==> config.mk <==
export PLATFORM = sky130hd
export DESIGN_NAME = accel_i2c_sequencer
export DESIGN_NICKNAME = d
export VERILOG_FILES = /design/src/rtl/accel_pkg.sv /design/src/rtl/accel_op_rom.sv /design/src/rtl/accel_i2c_sequencer.sv
export SDC_FILE = /design/constraint.sdc
export NUM_CORES = 1
export LEC_CHECK = 0
export BUFFER_PORTS_ARGS = -buffer_cell sky130_fd_sc_hd__buf_2
export CORE_MARGIN = 3
export CORE_UTILIZATION = 60
export DETAILED_ROUTE_END_ITERATION = 10
export PLACE_DENSITY_LB_ADDON = 0.12
export SETUP_SLACK_MARGIN = 0.05
export SYNTH_ARGS = -nofsm -noshare
export SYNTH_HDL_FRONTEND = slang
export SYNTH_HIERARCHICAL = 1
export SYNTH_SLANG_ARGS = --single-unit
==> constraint.sdc <==
create_clock -name CLOCK_50 -period 8.9 [get_ports CLOCK_50]
set_input_delay 0.445 -clock CLOCK_50 [delete_from_list [all_inputs] [get_ports CLOCK_50]]
set_output_delay 0.445 -clock CLOCK_50 [all_outputs]
set_load 0.01 [all_outputs]
==> src/rtl/accel_pkg.sv <==
// Shared op codes, ADXL345 register map and sequencer state encoding.
package accel_pkg;

    typedef enum logic [2:0] {
        OP_START   = 3'd0,
        OP_STOP    = 3'd1,
        OP_WRITE   = 3'd2,
        OP_RD_ACK  = 3'd3,
        OP_RD_NACK = 3'd4
    } op_e;

    localparam logic [7:0] REG_DATA_FORMAT = 8'h31;
    localparam logic [7:0] REG_BW_RATE     = 8'h2C;
    localparam logic [7:0] REG_POWER_CTL   = 8'h2D;
    localparam logic [7:0] REG_DATAX0      = 8'h32;

    // Steps 0..19 hold the init list, 20..31 the burst-read list.
    localparam logic [4:0] INIT_FIRST_STEP = 5'd0;
    localparam logic [4:0] READ_FIRST_STEP = 5'd20;

    typedef enum logic [2:0] {
        S_IDLE, S_ISSUE, S_WAIT, S_NEXT, S_DONE, S_ABORT, S_ABORT_WAIT, S_ERR
    } state_e;

endpackage

==> src/rtl/accel_op_rom.sv <==
// Combinational step -> I2C command table for both the init and burst-read lists.
// Pure lookup: no state, no handshake.
module accel_op_rom
    import accel_pkg::*;
#(
    parameter logic [6:0] DEV_ADDR        = 7'h53,
    parameter logic [7:0] DATA_FORMAT_VAL = 8'h0B,
    parameter logic [7:0] BW_RATE_VAL     = 8'h0B
) (
    input  logic [4:0] step,
    output logic [2:0] op,
    output logic [7:0] data,
    output logic       last_of_txn,
    output logic       last_of_list
);
    logic [1:0] txn;
    logic [2:0] pos;
    logic [7:0] init_reg;
    logic [7:0] init_val;

    always_comb begin
        op           = OP_START;
        data         = 8'h00;
        last_of_txn  = 1'b0;
        last_of_list = 1'b0;
        txn          = 2'd0;
        pos          = 3'd0;
        init_reg     = REG_POWER_CTL;
        init_val     = 8'h08;
        if (step < READ_FIRST_STEP) begin
            // Each init transaction is START, W addr, W reg, W val, STOP.
            txn = 2'(step / 5'd5);
            pos = 3'(step % 5'd5);
            case (txn)
                2'd0:    begin init_reg = REG_DATA_FORMAT; init_val = DATA_FORMAT_VAL; end
                2'd1:    begin init_reg = REG_BW_RATE;     init_val = BW_RATE_VAL;     end
                2'd2:    begin init_reg = REG_POWER_CTL;   init_val = 8'h00;           end
                default: begin init_reg = REG_POWER_CTL;   init_val = 8'h08;           end
            endcase
            case (pos)
                3'd0:    op = OP_START;
                3'd1:    begin op = OP_WRITE; data = {DEV_ADDR, 1'b0}; end
                3'd2:    begin op = OP_WRITE; data = init_reg; end
                3'd3:    begin op = OP_WRITE; data = init_val; end
                default: begin
                    op           = OP_STOP;
                    last_of_txn  = 1'b1;
                    last_of_list = (txn == 2'd3);
                end
            endcase
        end else begin
            case (step)
                5'd20:   op = OP_START;
                5'd21:   begin op = OP_WRITE; data = {DEV_ADDR, 1'b0}; end
                5'd22:   begin op = OP_WRITE; data = REG_DATAX0; end
                5'd23:   op = OP_START;
                5'd24:   begin op = OP_WRITE; data = {DEV_ADDR, 1'b1}; end
                5'd25, 5'd26, 5'd27, 5'd28, 5'd29: op = OP_RD_ACK;
                5'd30:   op = OP_RD_NACK;
                default: begin
                    op           = OP_STOP;
                    last_of_txn  = 1'b1;
                    last_of_list = 1'b1;
                end
            endcase
        end
    end

endmodule

==> src/rtl/accel_i2c_sequencer.sv <==
// ADXL345 sequencer: init writes after reset, then periodic 6-byte burst reads into X/Y/Z.
// One command outstanding; cmd held until cmd_ready. Optional NACK retry under ACCEL_RETRY_EN.
module accel_i2c_sequencer
    import accel_pkg::*;
#(
    parameter logic [6:0] DEV_ADDR        = 7'h53,
    parameter int         SAMPLE_DIV      = 500000,
    parameter logic [7:0] DATA_FORMAT_VAL = 8'h0B,
    parameter logic [7:0] BW_RATE_VAL     = 8'h0B
`ifdef ACCEL_RETRY_EN
    ,
    parameter int         MAX_RETRY       = 3
`endif
) (
    input  logic        CLOCK_50,
    input  logic        reset,
    input  logic        enable,
    output logic        cmd_valid,
    input  logic        cmd_ready,
    output logic [2:0]  cmd_op,
    output logic [7:0]  cmd_data,
    input  logic        rsp_valid,
    input  logic [7:0]  rsp_data,
    input  logic        rsp_nack,
    output logic [15:0] accel_x,
    output logic [15:0] accel_y,
    output logic [15:0] accel_z,
    output logic        sample_valid,
    output logic        init_done,
    output logic        busy,
    output logic        overrun,
    output logic        error
);
    localparam int CW = $clog2(SAMPLE_DIV + 1);

    state_e        state;
    logic [4:0]    step;
    logic [4:0]    txn_start;
    logic [4:0]    rom_addr;
    logic [2:0]    rom_op;
    logic [7:0]    rom_data;
    logic          rom_last_txn;
    logic          rom_last_list;
    logic          cur_last_txn;
    logic          cur_last_list;
    logic [2:0]    rd_idx;
    logic [7:0]    shadow [6];
    logic [CW-1:0] tick_cnt;
    logic          tick;
    logic          retry_ok;
    logic          load_cmd;

`ifdef ACCEL_RETRY_EN
    logic [7:0]    retry_cnt;
    assign retry_ok = (retry_cnt < 8'(MAX_RETRY));
`else
    assign retry_ok = 1'b0;
`endif

    assign tick = init_done && enable && (tick_cnt == CW'(SAMPLE_DIV - 1));
    assign busy = (state != S_IDLE) && (state != S_ERR);

    // The ROM is addressed by the step about to be issued so the command registers load directly.
    always_comb begin
        rom_addr = txn_start;
        if (state == S_IDLE)
            rom_addr = init_done ? READ_FIRST_STEP : INIT_FIRST_STEP;
        else if (state == S_NEXT)
            rom_addr = step + 5'd1;
    end

    assign load_cmd = ((state == S_IDLE) && (!init_done || tick))
                   || ((state == S_NEXT) && !cur_last_list)
                   || ((state == S_ABORT_WAIT) && rsp_valid && retry_ok);

    accel_op_rom #(
        .DEV_ADDR        (DEV_ADDR),
        .DATA_FORMAT_VAL (DATA_FORMAT_VAL),
        .BW_RATE_VAL     (BW_RATE_VAL)
    ) u_rom (
        .step         (rom_addr),
        .op           (rom_op),
        .data         (rom_data),
        .last_of_txn  (rom_last_txn),
        .last_of_list (rom_last_list)
    );

    always_ff @(posedge CLOCK_50) begin
        if (reset) begin
            state         <= S_IDLE;
            step          <= '0;
            txn_start     <= '0;
            cur_last_txn  <= 1'b0;
            cur_last_list <= 1'b0;
            rd_idx        <= '0;
            tick_cnt      <= '0;
            cmd_valid     <= 1'b0;
            cmd_op        <= '0;
            cmd_data      <= '0;
            accel_x       <= '0;
            accel_y       <= '0;
            accel_z       <= '0;
            sample_valid  <= 1'b0;
            init_done     <= 1'b0;
            overrun       <= 1'b0;
            error         <= 1'b0;
            for (int i = 0; i < 6; i++) shadow[i] <= '0;
`ifdef ACCEL_RETRY_EN
            retry_cnt     <= '0;
`endif
        end else begin
            sample_valid <= 1'b0;
            overrun      <= tick && (state != S_IDLE);
            if (init_done && enable)
                tick_cnt <= tick ? '0 : tick_cnt + CW'(1);
            else
                tick_cnt <= '0;

            case (state)
                S_ISSUE: if (cmd_ready) begin
                    cmd_valid <= 1'b0;
                    state     <= S_WAIT;
                end
                S_WAIT: if (rsp_valid) begin
                    if (cmd_op == OP_WRITE && rsp_nack) begin
                        cmd_valid <= 1'b1;
                        cmd_op    <= OP_STOP;
                        cmd_data  <= 8'h00;
                        state     <= S_ABORT;
                    end else begin
                        if (cmd_op == OP_RD_ACK || cmd_op == OP_RD_NACK) begin
                            shadow[rd_idx] <= rsp_data;
                            rd_idx         <= rd_idx + 3'd1;
                        end
                        state <= S_NEXT;
                    end
                end
                S_NEXT: if (cur_last_list) state <= S_DONE;
                S_DONE: begin
                    if (init_done) begin
                        accel_x      <= {shadow[1], shadow[0]};
                        accel_y      <= {shadow[3], shadow[2]};
                        accel_z      <= {shadow[5], shadow[4]};
                        sample_valid <= 1'b1;
                    end else begin
                        init_done <= 1'b1;
                    end
                    state <= S_IDLE;
                end
                S_ABORT: if (cmd_ready) begin
                    cmd_valid <= 1'b0;
                    state     <= S_ABORT_WAIT;
                end
                S_ABORT_WAIT: if (rsp_valid) begin
                    if (!retry_ok) begin
                        error <= 1'b1;
                        state <= S_ERR;
                    end
`ifdef ACCEL_RETRY_EN
                    else retry_cnt <= retry_cnt + 8'd1;
`endif
                end
                default: ;
            endcase

            if (load_cmd) begin
                state         <= S_ISSUE;
                step          <= rom_addr;
                cmd_valid     <= 1'b1;
                cmd_op        <= rom_op;
                cmd_data      <= rom_data;
                cur_last_txn  <= rom_last_txn;
                cur_last_list <= rom_last_list;
                if (state != S_NEXT) rd_idx <= '0;
                // A new transaction gets a fresh restart point and retry budget.
                if (state == S_IDLE || (state == S_NEXT && cur_last_txn)) begin
                    txn_start <= rom_addr;
`ifdef ACCEL_RETRY_EN
                    retry_cnt <= '0;
`endif
                end
            end
        end
    end

endmodule
# Word-level counts from Yosys, hierarchy flattened
# Memories as Yosys holds them, arrays and structs flattened. A register that Yosys moved wholly into a read port is not among the register bits.
# Index checks and enable logic that the tools add are counted.
# classes
n_addsub,3
mul,0
n_div,2
n_lt_le_gt_ge,1
eq_ne,41
n_shift,0
muxes,55
bitwise,2
reduce_logical,43
# op_table
op,n
$eq 5x5->1 const B,11
$mux 3,18
$mux 8,6
$pmux 8 s3,2
$ne 3x3->1 const B,7
$mux 1,20
$add 19x1->19 const B,1
$eq 19x19->1 const B,1
$eq 3x2->1 const B,6
$pmux 3 s6,1
$mux 5,3
$eq 3x3->1 const B,4
$pmux 3 s4,1
$reduce_and 6->1,2
$reduce_or 11->1,1
$ne 2x2->1 const B,5
$pmux 5 s2,1
$reduce_or 2->1,5
$reduce_or 3->1,3
$logic_and 1x1->1,8
$pmux 4 s2,1
$reduce_or 8->1,1
$reduce_bool 7->1,1
$eq 3x1->1 const B,2
24 further kinds,36
# totals
register_bits,53
latch_bits,0
mem_bits_rw,48
rom_bits,0
in_bits,14
output_inout_bits,65
wordCells,163
mem_count,1
# memory_table
name,depth,width,rd,rd_ports_with_merged_regs,wr,line_no,rtl
shadow,6,8,6,6,6,accel_i2c_sequencer.sv:47,logic [7:0] shadow [6];

# Logic depth before layout (Yosys ltp)
# logic_depth
ltp_word,10
depth_mapped,19
mapped_depth_nobuf,17

# Modules after synthesis
# The synthesis kept the hierarchy.
# by_module_without_submodules
module,n_inst,cells_each,area_each_um2,seq_area_each_um2
accel_i2c_sequencer,1,639,6097.1,3463.3
accel_op_rom,1,108,757.0,0.0

# Worst setup path before layout
# Ideal clock, no wire load.
# synth_timing
kind,register to register
start,register state[0]
end,register cmd_data[0]
setup_ns,0.119
t_arrival_ns,3.658
required_ns,8.781
slack_ns,5.123
path_stages_with_launch,20
path_buffers,3
synth_period_minus_slack_ns,3.777
path_cell_list,dfxtp_1 -> buf_2 -> buf_1 -> nand3b_1 -> nor2_1 -> a21oi_1 -> o21ai_0 -> buf_2 -> nand3b_1 -> o211ai_1 -> o21ai_0 -> ha_1 -> or3b_4 -> a21oi_4 -> o32ai_4 -> a32oi_2 -> a21oi_1 -> a2bb2oi_1 -> nand2_1 -> mux2i_1
# synth_via
elab_chain_cells,10
word_cells_on_any_way,31
classes_between,2 x div; 1 x order compare; 10 x eq/ne; 8 x mux; 10 x reduce/logical
# synth_rtl
item,line_no,rtl
"start, declared",accel_i2c_sequencer.sv:36,state_e state;
"start signal, assigned",accel_i2c_sequencer.sv:90,state <= S_IDLE;
"start signal, assigned",accel_i2c_sequencer.sv:122,state <= S_WAIT;
"start signal, assigned",accel_i2c_sequencer.sv:129,state <= S_ABORT;
$eq 3x2->1,accel_i2c_sequencer.sv:68,else if (state == S_NEXT)
$mux 5,accel_i2c_sequencer.sv:68,
$mux 5 (*),accel_i2c_sequencer.sv:66,if (state == S_IDLE)
net rom_addr[2],accel_i2c_sequencer.sv:39,logic [4:0] rom_addr;
$div 5x3->5,accel_op_rom.sv:32,txn = 2'(step / 5'd5);
$eq 2x1->1 / $logic_not 2->1 (equally long branches),accel_op_rom.sv:34,case (txn)
$reduce_or 2->1 (no source line),--,
$pmux 4 s2,accel_op_rom.sv:34,
$pmux 8 s3,accel_op_rom.sv:40,case (pos)
$mux 8 (*),accel_op_rom.sv:30,if (step < READ_FIRST_STEP) begin
net rom_data[0],accel_i2c_sequencer.sv:41,logic [7:0] rom_data;
$mux 8 (*),accel_i2c_sequencer.sv:166,if (load_cmd) begin
"end signal, assigned",accel_i2c_sequencer.sv:171,cmd_data <= rom_data;
"end, declared",accel_i2c_sequencer.sv:21,"output logic [7:0] cmd_data,"
# Mark *: on every way through the listed nets, which the timed path passes. The rest lies on a longest branch.
# A chain may end at the register's enable or synchronous reset.

# Worst setup path after layout
# layout_timing
start,register state[0]
end,register cmd_data[5]
# layout_via
elab_chain_cells,8
word_cells_on_any_way,24
classes_between,1 x div; 1 x order compare; 8 x eq/ne; 6 x mux; 8 x reduce/logical
# layout_rtl
item,line_no,rtl
$eq 3x2->1,accel_i2c_sequencer.sv:68,
$mux 5,accel_i2c_sequencer.sv:68,
$mux 5 (*),accel_i2c_sequencer.sv:66,
net rom_addr[4],accel_i2c_sequencer.sv:39,
$mod 5x3->5,accel_op_rom.sv:33,pos = 3'(step % 5'd5);
$eq 3x2->1 / $eq 3x1->1 (equally long branches),accel_op_rom.sv:40,
$pmux 8 s3,accel_op_rom.sv:40,
$mux 8 (*),accel_op_rom.sv:30,
net rom_data[5],accel_i2c_sequencer.sv:41,
$mux 8 (*),accel_i2c_sequencer.sv:166,
# Marked as above.

==> impl_metrics.yaml <==
status:
  run_status: "complete, no violations"
floorplanning:
  boundaryPins: 79
  die_boundary_width_um: 113
  core_area_mm2: 0.0110
  die-area_mm2: 0.0127
  fp-row-count: 38
  die_h_um: 113
  initial_utilization_pct: 62.4
yosys:
  synth_warnings: 6
  total_standard_cell_area_after_synthesis_mm2: 0.00685
  synth-main-ff-cell: "dfxtp_1"
  yosysUniqueCellTypes: 81
  postSynthNetCount: 766
  syn-instance-count: 747
  yosysSeqAreaShare_pct: 50.5
  synth_area_per_cell_um2: 9.18
  synth_edf_count: 48
  ys_async_sr_fraction_pct: 0
  number_of_register_bits_inferred_by_synthesis: 149
run:
  maxcap_viol_count: 0
detailed_routing:
  post_drt_via_cell_ratio: 5.73
  route.vias.total: 5521
  detail_route.wl_per_cell_um: 15.9
  finalWirelength_um: 15300
  post-route-drc-count: 0
  number_of_detailed_routing_iterations_run_before_antenna_repair: 5
  first_iter_violations: 468
  detail-route-antenna-nets: 0
worst_setup_path:
  start_kind: "register"
  r2r.worst_path.cells: 14
  path_buf_inv: 1
  slowest_delay_ns: 0.67
  worst_setup_path_end_kind: "register"
  worst-path-stages: 14
  data_arrival_at_the_endpoint_of_the_critical_path_ns: 4.63
  timing.critical_path.fanout_max: 19
  worst_path_dominant_cell_family: "compound AO/OA/AOI/OAI gates"
  path_cells: "nand3b_1 -> o211a_1 -> inv_1 -> and2b_1 -> xnor2_1 -> o21ai_0 -> ha_1 -> nor2_1 -> o31a_1 -> o32a_4 -> o311ai_4 -> o21bai_1 -> nand2_1 -> mux2i_1"
  worst-setup-path-type: "register to register"
  cp_data_required_time_ns: 9.24
  crit_slowest_cell: "dfxtp_1"
sta:
  fmax_mhz: 233
  worst_slew_margin_rel_pct: 18.8
  finalClockSkew_ns: 0.00643
  min_period_ns: 4.28
  timing_worst_slew_pin_value_ns: 1.20
  finalSetupViolCount: 0
  report.final.slew_viol_count: 0
  fin_tns_setup_ns: 0
  fin_crit_sh_pct: 48.1
  hold_fails_final_rpt: 0
  setup_repair_after_global_routing_missed_its_margin: "no"
clocking:
  cts_buffers: 17
  cts.repair.resized: 0
  clock_insertion_delay_worst_skew_ns: 0.42
  cts.clk_slew.worst_paths_ns: 0.06
  cts_tree: "done"
  htree_levels: 4
  max-clock-path-buffers: 2
  clock_sink_count: 149
  cts_setup_buffers: 0
  hold_bufs_inserted_after_cts: 0
  root_buffer: "clkbuf_16"
global_route:
  grt_remaining_overflow: 0
  grt_start_max_net_pins: 73
  grt_first_pass_wirelength_um: 25700
  antenna_found_initial: 0
  grt_use_total_pct: 24.9
  number_of_global_route_vias_before_repair: 5252
placement:
  final_gp_congestion: 0.910
  numPortBuffers: 78
  place.detailed.hpwl_um: 10500
  placed_cell_area_mm2: 0.00727
final_layout:
  synth_to_final_area_change_pct: 14.1
  share_of_cells_above_drive_strength_1_pct: 17.0
  final_area_mm2: 0.00782
  mostFrequentLayoutCells: "nand2_1, dfxtp_1, buf_2, a21oi_1, nor2_1"
  antenna_cells: 0
  layout_commonest_cell: "nand2_1"
  num-nets-final: 829
pwr:
  p_per_area_mw_per_mm2: 185
  max-vdd-ir-drop_mv: 0.163
  static-leakage-power_nw: 2.96
worst_hold_path:
  holdCritPathClass: "input port to register"
  hold_depth: 2
-- area by class of cell --
type / instances / area, um2
clock buffers: 21 / 460
clock inverters: 11 / 85.1
fillers: 866 / 3160
inverters: 18 / 67.6
multi-input cells: 539 / 3120
flip-flops and latches: 149 / 3460
well taps: 140 / 175
repair buffers: 85 / 443
-- worst register-to-register path, stage by stage (launching register included) --
cell      delay (ns)
dfxtp_1         0.67
nand3b_1        0.35
o211a_1         0.35
inv_1           0.40
and2b_1         0.34
xnor2_1         0.09
o21ai_0         0.26
ha_1            0.28
nor2_1          0.08
o31a_1          0.30
o32a_4          0.38
o311ai_4        0.31
o21bai_1        0.18
nand2_1         0.08
mux2i_1         0.14
-- sequential cells by signal, indices dropped and copies added (netlist names), 3 cells and up --
register   count
accel_z       16
accel_x       16
step           5
tick_cnt      19
rd_idx         3
shadow        48
accel_y       16
state          3
cmd_data       8
txn_start      5
cmd_op         3
-- stage by stage --
| stage | std cells | hold WS [ns] | power, W | setup WS (ns) | utilization [%] |
|---|---|---|---|---|---|
| final | 963 | 0.338 | 0.00145 | 4.62 | 71.2 |
| after global routing | 963 | 0.341 | 0.00150 | 4.20 | 71.2 |
| after CTS | 963 | 0.330 | 0.00146 | 4.68 | 71.2 |
| after detailed placement | 931 | 0.444 | 0.000809 | 4.74 | 66.2 |
| after global placement | 931 | 0.440 | 0.000807 | 4.86 | 66.2 |
| after floorplan | 747 | 0.437 | 0.000788 | 5.12 | - |
-- power breakdown --
group          internal [W]  switching, W  total (W)
clock              0.000394      0.000260   0.000654
sequential         0.000713    0.00000775   0.000721
combinational     0.0000257     0.0000498  0.0000756
-- final timing paths --
path | startpoint | endpoint | slack (ns)
worst min-delay path | rsp_data[2] | shadow[4][2]$_SDFFCE_PN0P_ | 0.34
worst max register to register | state[0]$_SDFFE_PP0P_ | cmd_data[5]$_SDFFE_PP0P_ | 4.62
worst max-delay path | state[0]$_SDFFE_PP0P_ | cmd_data[5]$_SDFFE_PP0P_ | 4.62
worst min register to register | accel_z[14]$_SDFFE_PP0P_ | accel_z[14]$_SDFFE_PP0P_ | 0.45
-- metal layers --
layer  vias up  part of all wire, %  track usage [%]
met1      2589                   45             33.1
met4         0                  2.2             9.70
li1       2746                    -                -
met3        28                  4.7             4.17
met2       158                   48             40.8
met5         -                    0                0
-- kinds of logic after synthesis --
| family | synth area share [%] |
|---|---|
| other cells | 0.0547 |
| xor+xnor | 2.79 |
| flops | 50.5 |
| compound gates | 15.1 |
| buf+inv | 4.03 |
| simple gates | 23.5 |
| fa+ha+maj | 0.913 |
| mux | 3.10 |
-- synth_stat cells (3+ instances only) --
cell type / n / area, um2
dfxtp_1: 101 / 2020
o21ai_0: 20 / 100
and2_1: 18 / 113
nand2b_1: 11 / 68.8
nand4_1: 5 / 31.3
inv_1: 17 / 63.8
nand2_1: 152 / 571
nand3b_1: 3 / 22.5
nor4bb_1: 3 / 30.0
a21oi_1: 74 / 370
buf_6: 3 / 33.8
a31o_2: 5 / 43.8
or4_1: 4 / 30.0
nor4_1: 7 / 43.8
and3_1: 4 / 25.0
nor2b_1: 6 / 37.5
a31oi_1: 5 / 31.3
a211oi_1: 6 / 45.0
nand3_1: 14 / 70.1
nor3_1: 11 / 55.1
buf_2: 8 / 40.0
o21ai_1: 3 / 15.0
xnor2_1: 15 / 131
nor2_1: 73 / 274
or3_1: 6 / 37.5
mux2i_1: 19 / 190
a221oi_1: 3 / 26.3
xor2_1: 5 / 43.8
clkbuf_1: 22 / 82.6
buf_1: 4 / 15.0
o21a_1: 3 / 22.5
ha_1: 5 / 62.6
a21o_1: 5 / 37.5
edfxtp_1: 48 / 1440
Power figures use the tool's default switching activity.
